[config.mk]
export PLATFORM = sky130hd
export DESIGN_NAME = shader_sequencer
export DESIGN_NICKNAME = d
export VERILOG_FILES = /design/src/rtl/shader_sequencer.sv
export SDC_FILE = /design/constraint.sdc
export NUM_CORES = 1
export LEC_CHECK = 0
export ABC_AREA = 1
export BUFFER_PORTS_ARGS = -buffer_cell sky130_fd_sc_hd__buf_2
export CAP_MARGIN = 15
export CORE_MARGIN = 2
export CORE_UTILIZATION = 45
export DETAILED_ROUTE_END_ITERATION = 16
export PLACE_DENSITY = 0.67
export SLEW_MARGIN = 5
export SYNTH_ARGS = -nofsm -noshare
export SYNTH_HDL_FRONTEND = slang
export SYNTH_SLANG_ARGS = --single-unit
export TNS_END_PERCENT = 10
[constraint.sdc]
create_clock -name clk -period 3 [get_ports clk]
set_clock_uncertainty 0.05 [all_clocks]
set_input_delay 0.6 -clock clk [delete_from_list [all_inputs] [get_ports clk]]
set_output_delay 0.6 -clock clk [all_outputs]
set_load 0.03 [all_outputs]
[src/rtl/shader_sequencer.sv]
// Shader program sequencer: steps the instruction PC from 0 to a latched last PC,
// honouring datapath hold and abort. Optional multi-pass looping under SHADER_SEQ_LOOP_EN.
module shader_sequencer (
    input  logic       clk,
    input  logic       rst,
    input  logic       start,
    input  logic [3:0] prog_last,
    input  logic       hold,
    input  logic       abort,
`ifdef SHADER_SEQ_LOOP_EN
    input  logic [3:0] loop_cnt,
`endif
    output logic [3:0] pc,
    output logic       issue_valid,
    output logic       busy,
    output logic       done,
    output logic [4:0] issued_cnt
);

    // Handshake: issue_valid marks the cycle in which the decoder's registered fields for the
    // PC presented one cycle earlier may be executed; there is no back-pressure other than hold.
    typedef enum logic [1:0] {IDLE, RUN, DRAIN, DONE} state_t;

    state_t     state;
    logic [3:0] last;
`ifdef SHADER_SEQ_LOOP_EN
    logic [3:0] passes_left;
`endif

    always_ff @(posedge clk or posedge rst) begin
        if (rst) begin
            state       <= IDLE;
            pc          <= 4'd0;
            issue_valid <= 1'b0;
            busy        <= 1'b0;
            done        <= 1'b0;
            issued_cnt  <= 5'd0;
            last        <= 4'd0;
`ifdef SHADER_SEQ_LOOP_EN
            passes_left <= 4'd0;
`endif
        end else begin
            // The decoder registers the PC, so a non-stalled RUN cycle issues on the next cycle.
            issue_valid <= (state == RUN) && !hold && !abort;
            done        <= 1'b0;
            if (issue_valid && (issued_cnt != 5'd31)) begin
                issued_cnt <= issued_cnt + 5'd1;
            end

            case (state)
                IDLE: begin
                    pc <= 4'd0;
                    if (start) begin
                        state      <= RUN;
                        last       <= prog_last;
                        issued_cnt <= 5'd0;
                        busy       <= 1'b1;
`ifdef SHADER_SEQ_LOOP_EN
                        passes_left <= loop_cnt;
`endif
                    end
                end
                RUN: begin
                    if (abort) begin
                        state <= IDLE;
                        pc    <= 4'd0;
                        busy  <= 1'b0;
                    end else if (!hold) begin
                        if (pc == last) begin
`ifdef SHADER_SEQ_LOOP_EN
                            if (passes_left != 4'd0) begin
                                passes_left <= passes_left - 4'd1;
                                pc          <= 4'd0;
                            end else begin
                                state <= DRAIN;
                            end
`else
                            state <= DRAIN;
`endif
                        end else begin
                            pc <= pc + 4'd1;
                        end
                    end
                end
                DRAIN: begin
                    state <= (abort) ? IDLE : DONE;
                    done  <= !abort;
                    busy  <= 1'b0;
                    pc    <= 4'd0;
                end
                DONE: begin
                    state <= IDLE;
                    pc    <= 4'd0;
                end
                default: begin
                    state <= IDLE;
                    pc    <= 4'd0;
                    busy  <= 1'b0;
                end
            endcase
        end
    end

endmodule

Word level (Yosys, flattened, before mapping)
Cells that the tools add are included.
Operators by class
  add/subtract/negate cells: 2
  eq/ne operators: 10
  mux-type cells: 17
  reduce and logical (&&, ||, !) cells: 12
Operators with widths (count)
  5-bit 2-to-1 mux: 3
  4-bit 2-to-1 mux: 3
  2-bit 2-to-1 mux: 5
  2-bit one-hot mux with 4 select lines: 1
  4-bit one-hot mux with 2 select lines: 1
  3-bit != test (second input constant): 2
  3-bit AND reduction: 2
  5-bit by 1-bit adder with 5-bit output (second input constant): 1
  5-bit != test (second input constant): 1
  4-bit by 1-bit adder with 4-bit output (second input constant): 1
  2-bit == test (second input constant): 2
  4-bit == test: 1
  2-bit != test (second input constant): 2
  2-bit AND reduction: 2
  1-bit logical AND: 3
  1-bit 2-to-1 mux: 3
  3-bit by 2-bit != test with 1-bit output (second input constant): 1
  1-bit one-hot mux with 3 select lines: 1
  3-bit nonzero test: 1
  3-bit OR reduction: 1
  2-bit by 1-bit == test with 1-bit output (second input constant): 1
  1-bit logical NOT: 2
  2-bit logical NOT: 1
Storage, ports and cells
  register bits: 18
  bits of input ports: 9
  logic and storage cells: 48

Longest topological paths before layout
Gate-level depths: netlist (run 1).
  depth after elaboration: 5
  gate-level depth with buffers: 9
  gate-level depth less buffers: 9

Worst setup path before layout (run 1)
No wires, ideal clock.
  kind: register to register
  from: register issued_cnt[0]
  to: register issued_cnt[3]
  arrival time: 1715 ps
  slack: 1162 ps
  stages on the path, launching flop included: 8
  path buffers: 0
  clock period less this slack: 1838 ps
  cell sequence: dfrtp_1 -> ha_1 -> and3_1 -> ha_1 -> nor2_1 -> nand4_1 -> xor2_1 -> nor2_1
On the way
  longest elaborated chain between the ends: 5
  elaborated cells on any way between the ends: 6
  classes of those cells: add/sub (1); eq/ne (1); mux (3); reduce/logical (1)
Ends and longest elaborated chain
  start, declared: line 17  | output logic [4:0] issued_cnt
  start signal, assigned: line 47  | issued_cnt <= issued_cnt + 5'd1;
  branches (longest 2 deep; another with 5-bit by 1-bit adder with 5-bit output)
  5-bit 2-to-1 mux (*): line 46  | if (issue_valid && (issued_cnt != 5'd31)) begin
  5-bit 2-to-1 mux: line 53  | if (start) begin
  5-bit 2-to-1 mux (*): line 50  | case (state)
Mark *: on every way between the ends.
A chain may end at the register's enable or synchronous reset.

Worst setup path after layout (run 1)
Ends and elaborated chain as after synthesis.

==> run summary, run 1 <==
status: complete, no violations
die area: 2615 µm²
global route overflow: 0
sequential share of power: 40.3%
Final Hold Vio Count: 0
worst-skew pair later-pin latency: 0.30 ns
total CTS buffers: 3
ys async rst share: 100.0%
clock buffer depth: 2
syn_area_per_cell: 7.998 µm²
WS Path Type: register to register
Design Power: 968.5 µW
detailed router's first-iteration violation count: 9
cell count after synthesis: 125
Primary FF master, synth: dfrtp_1
worst slack at placement: 1.167 ns
Slew Limit Fails: 0
clock power share: 12.1%
CP max-delay cell: dfrtp_1
Hold WC Path Type: input pin to async pin
number of flops mapped to enable cells by yosys: 0
layout cell share with drive strength beyond 1: 18.92%
Power Dens Cells: 836.9 nW/µm²
worst reg2reg path depth: 7
Post-Layout Cell Count: 176
met2 WL: 962 µm
crit share post-route: 61.74%
Required @ worst endpoint: 3.13 ns
top sig layer: met4
Slew @ Worst Pin: 0.6880 ns
Synth Cell Area: 999.7 µm²
part of the total power dissipated in combinational logic: 47.7%
number of global-route vias before repair: 825
critical path endpoint category: register
nets@finish: 168
sequential area share after synthesis: 45.06%
I/O pins: 21
largest cells by area after synthesis: dfrtp_1, nand2_1, ha_1
PortBufs: 20
final worst slack: 1.148 ns
Syn Nets: 143
Die Ht: 51.14 µm
Layout area overhead: 15.77%
Final Routed Wirelength: 1.964 mm
row count: 17
RSZ-0062 raised after global routing: false
post-CTS setup buffers: 0
area of the core: 2148 µm²
Bufs and invs on worst path: 0
M1 wire length: 895 µm
Max IR drop VDD: 0.4824 mV
Yosys cell types: 19
setup violators final: 0
Post-CTS Hold Buffers: 0
most numerous cell in the Yosys netlist: nand2_1
Crit path max-delay family: simple AND/OR/NAND/NOR gates
largest net degree at the start of global routing: 19
CP Cell Sequence: ha_1 -> and3_1 -> ha_1 -> nor2_1 -> nand4_1 -> xor2_1 -> nor2_1
Sink Count: 18
setup_tns: 0 ns
Starting Density: 46.53%
f_max: 0.5399 GHz
metal3 WL: 79 µm
reg2reg start: issued_cnt[0]
area leader, netlist: dfrtp_1
clk slew on worst S/H paths: 0.10 ns
Post-route DRC: 0
Post-synth top cells: nand2_1, dfrtp_1, inv_1
DR pass1 iterations: 4
Pleak: 0.6707 nW
worst slew margin relative to its limit: 54.08%
Synth Warn #: 0
drt via density: 4.670
Int Pwr: 521.7 µW
min cycle time layout: 1.852 ns
Die Wd: 51.14 µm
Routed Antenna Nets: 0
HPWL Detailed: 1.558 mm
Switching Power: 446.8 µW
critical path arrival: 1.99 ns
H-tree Lvls: 1
post-CTS resize count: 0
Seq cells post-synth: 18
clock root buffer: clkbuf_4
GPL Wtd Cong: 0.7825
crit-path max cell delay: 0.43 ns
R2R Path End: issued_cnt[3]
CP Max Fanout: 7
all-layer global routing usage: 17.69%
CTS tree: done
Antenna Cells: 0
FF-to-FF setup slack: 1.15 ns
per-cell routed wire length: 11.16 µm
vias: 822
Switching Fraction: 46.13%
global-route wire length before repair: 3.374 mm
top-area cell type share of the netlist area: 45.06%
initial antenna violation count: 0
Max-cap violations: 0
# placed instances: 173
startpoint types: register
[registers in the layout (all words and copies together), names as in the netlist]
| register | count |
|---|---|
| issued_cnt | 5 |
| done | 1 |
| last | 4 |
| state | 2 |
| busy | 1 |
| issue_valid | 1 |
| pc | 4 |
[how the worst max path moves through the flow]
stage | startpoint | to | slack [ns] | cells after the start
after CTS | issued_cnt[0] | issued_cnt[3] | 1.15 | 7
after global placement | issued_cnt[0] | issued_cnt[3] | 1.28 | 7
final | issued_cnt[0] | issued_cnt[3] | 1.15 | 7
after floorplan | issued_cnt[0] | issued_cnt[3] | 1.16 | 7
after global routing | issued_cnt[0] | issued_cnt[3] | 0.92 | 7
after detailed placement | issued_cnt[0] | issued_cnt[3] | 1.17 | 7
[per-layer routing]
metal	up-vias	GRT usage, %
li1	431	-
met1	373	18.61
met2	14	32.47
met3	4	6.433
met4	0	5.405
met5	-	0
[final cells by class]
cell class,count,area (µm²)
fill,227,991.0
timing repair buffer,20,100.1
clock buffer,3,22.52
multi-input combinational,87,474.2
sequential,18,450.4
inverter,20,75.07
tap,28,35.03
[metrics by stage]
step,utilization [%],instance area [µm²],hold WS [ns]
global route,53.87,1157,0.4006
detailed placement,52.82,1135,0.4340
global placement,52.82,1135,0.4198
CTS,53.87,1157,0.3783
floorplan,-,999.7,0.4395
finish,53.87,1157,0.3374
[power groups by stage]
stage                     logic (mW)  registers, mW  clock network [mW]
after floorplan                0.276          0.458                   0
after global placement         0.450          0.391                   0
after detailed placement       0.470          0.394                   0
after CTS                      0.470          0.390               0.122
after global routing           0.534          0.403               0.134
final                          0.462          0.390               0.117
[cells by family after synthesis]
family	share of synthesized area (%)
adders and majority gates	11.26
DFF	45.06
xor gates and xnor gates	2.629
AOI/OAI and AO/OA	7.760
and+or+nand+nor	25.78
buffers and inverters	7.508
[placed cells by master (no fill, tap or decap)]
cell / instances
nand2_2: 1
or2_2: 1
buf_2: 20
nand2_4: 1
nand3_2: 1
o21ai_1: 4
nand3_1: 1
o21a_1: 1
ha_1: 9
and3_1: 2
clkbuf_4: 3
clkinv_1: 1
nand4_1: 3
inv_1: 18
dfrtp_1: 18
inv_2: 1
xor2_1: 3
a21oi_1: 2
nand2_1: 34
o21ai_0: 8
nor2_1: 16
[worst reg2reg max path, stage by stage, from the launching register on]
cell and delay, ns:
dfrtp_1 0.43, ha_1 0.22, and3_1 0.18, ha_1 0.17
nor2_1 0.32, nand4_1 0.15, xor2_1 0.16, nor2_1 0.05
Note: power is estimated with default switching activity, not from simulation.
==> run 2: changes to the inputs <==
--- a/config.mk
+++ b/config.mk
@@ -11,7 +11,7 @@
 export CORE_MARGIN = 2
 export CORE_UTILIZATION = 45
 export DETAILED_ROUTE_END_ITERATION = 16
-export PLACE_DENSITY = 0.67
+export PLACE_DENSITY = 0.69
 export SLEW_MARGIN = 5
 export SYNTH_ARGS = -nofsm -noshare
 export SYNTH_HDL_FRONTEND = slang
==> constraint.sdc (replaced) <==
create_clock -name clk -period 1.5 [get_ports clk]
set_clock_uncertainty 0.05 [all_clocks]
set_input_delay 0.3 -clock clk [delete_from_list [all_inputs] [get_ports clk]]
set_output_delay 0.3 -clock clk [all_outputs]
set_load 0.03 [all_outputs]
==> run summary, run 2 (synthesis results as in run 1) <==
die area: 2615 µm² (unchanged)
Switching Power: 927.6 µW (was 446.8 µW)
per-cell routed wire length: 10.32 µm (was 11.16 µm)
clock power share: 11.5% (was 12.1%)
vias: 840 (was 822)
Power Dens Cells: 1641 nW/µm² (was 836.9 nW/µm²)
number of flip-flops in the largest register: 5 (unchanged)
Layout area overhead: 26.16% (was 15.77%)
setup violators final: 0 (unchanged)
clock root buffer: clkbuf_4 (unchanged)
largest registers: issued_cnt x5, last x4, pc x4 (unchanged)
most frequent cells in the layout: nand2_1, buf_2, inv_1, nor2_1, dfrtp_1 (was nand2_1, buf_2, inv_1, dfrtp_1, nor2_1)
area of the core: 2148 µm² (unchanged)
crit share post-route: 99.28% (was 61.74%)
most common cell after layout, fill and taps aside: nand2_1 (unchanged)
Starting Density: 46.53% (unchanged)
Die Wd: 51.14 µm (unchanged)
Post-route DRC: 0 (unchanged)
Antenna Cells: 0 (unchanged)
HPWL Detailed: 1.468 mm (was 1.558 mm)
row count: 17 (unchanged)
design area: 1261 µm² (was 1157 µm²)
Biggest register: issued_cnt (unchanged)
Switching Fraction: 44.81% (was 46.13%)
Final Hold Vio Count: 0 (unchanged)
clk slew on worst S/H paths: 0.10 ns (about the same)
CTS tree: done (unchanged)
worst-skew pair later-pin latency: 0.29 ns (was 0.30 ns)
clock buffer depth: 2 (unchanged)
Multi-input gate area: 511.7 µm² (was 474.2 µm²)
Max-cap violations: 0 (unchanged)
RSZ-0062 raised after global routing: true (was false)
min cycle time layout: 1.489 ns (was 1.852 ns)
layout cell share with drive strength beyond 1: 28.85% (was 18.92%)
Die Ht: 51.14 µm (unchanged)
Final Routed Wirelength: 1.898 mm (was 1.964 mm)
PortBufs: 20 (unchanged)
all-layer global routing usage: 16.89% (was 17.69%)
total CTS buffers: 3 (unchanged)
drt via density: 4.565 (was 4.670)
number of global-route vias before repair: 811 (was 825)
Pleak: 0.6951 nW (was 0.6707 nW)
H-tree Lvls: 1 (unchanged)
Max IR drop VDD: 1.203 mV (was 0.4824 mV)
Slew @ Worst Pin: 0.2339 ns (was 0.6880 ns)
f_max: 0.6715 GHz (was 0.5399 GHz)
Int Pwr: 1.142 mW (was 521.7 µW)
Fill cells: 198 (was 227)
status: complete, no violations (unchanged)
Routed Antenna Nets: 0 (unchanged)
I/O pins: 21 (unchanged)
Post-Place Cell Area: 1217 µm² (was 1135 µm²)
Slew Limit Fails: 0 (unchanged)
WS Path Type: register to register (unchanged)
DR pass1 iterations: 4 (unchanged)
largest net degree at the start of global routing: 19 (unchanged)
sequential cell area: 454.2 µm² (was 450.4 µm²)
Hold WC Path Type: input pin to register (was input pin to async pin)
initial antenna violation count: 0 (unchanged)
global-route wire length before repair: 3.298 mm (was 3.374 mm)
nets@finish: 176 (was 168)
critical path arrival: 1.63 ns (was 1.99 ns)
startpoint types: register (unchanged)
global route overflow: 0 (unchanged)
part of the total power dissipated in combinational logic: 50.0% (was 47.7%)
Required @ worst endpoint: 1.64 ns (was 3.13 ns)
worst slew margin relative to its limit: 84.40% (was 54.08%)
Hold Slack: 0.1406 ns (was 0.3374 ns)
CP Max Fanout: 5 (was 7)
GPL Wtd Cong: 0.7197 (was 0.7825)
critical path endpoint category: register (unchanged)
Sink Count: 18 (unchanged)
sequential share of power: 38.5% (was 40.3%)
detailed router's first-iteration violation count: 11 (was 9)
[run 2: stage by stage]
stage | TNS [ns] | util, % | power, mW | std cells | setup WS (ns)
after global routing | -0.3023 | 58.71 | 2.289 | 184 | -0.09029
after detailed placement | 0 | 56.67 | 1.821 | 180 | 0.02342
after floorplan | -0.1315 | - | 1.492 | 125 | -0.1007
final | 0 | 58.71 | 2.070 | 184 | 0.01080
after CTS | 0 | 58.18 | 2.072 | 184 | 0.0002519
after global placement | 0 | 56.67 | 1.796 | 180 | 0.05355
[run 2: final timing paths]
path / start / endpoint / slack (ns) / depth (start not counted)
worst max-delay path: issued_cnt[1] / issued_cnt[4] / 0.01 / 8
worst min-delay path: hold / issue_valid / 0.14 / 2
worst max register to register: issued_cnt[1] / issued_cnt[4] / 0.01 / 8
worst min register to register: busy / busy / 0.45 / 2
max in group asynchronous: rst / issued_cnt[1] / 0.69 / 4
min in group asynchronous: rst / busy / 0.50 / 4
[run 2: area by class of cell]
type                    count  area share [%]
multi-input cells          87           40.58
clock buffers               3           1.786
repair buffers             28           12.90
flip-flops and latches     18           36.01
well taps                  28           2.778
inverters                  20           5.952
[run 2: timing repair]
item,in CTS,in global routing
gates resized for setup,0,5
setup buffers,0,0
hold buffers,1,0
endpoints found under the setup margin,0,9
hold endpoints to repair,18,0
[run 2: power by group through the flow]
stage               sequential, mW  combinational, mW  clock (mW)
floorplan                    0.929              0.562           0
global placement             0.777               1.02           0
detailed placement           0.788               1.03           0
CTS                          0.779               1.04       0.251
global route                 0.818               1.20       0.270
finish                       0.797               1.04       0.238
[run 2: critical path: stages, from the launching register on]
cell	delay (ns)
dfrtp_2	0.44
ha_4	0.16
and3_4	0.18
ha_4	0.15
nor2_4	0.09
buf_4	0.13
inv_1	0.05
nor2_1	0.09
nor2_1	0.06
[run 2: layer usage]
metal	wire length, µm	GRT usage, %	part of all wire [%]
met4	12	5.405	0.63
met3	80	5.556	4.2
met1	898	20.90	47
met5	0	0	0
met2	908	27.71	48
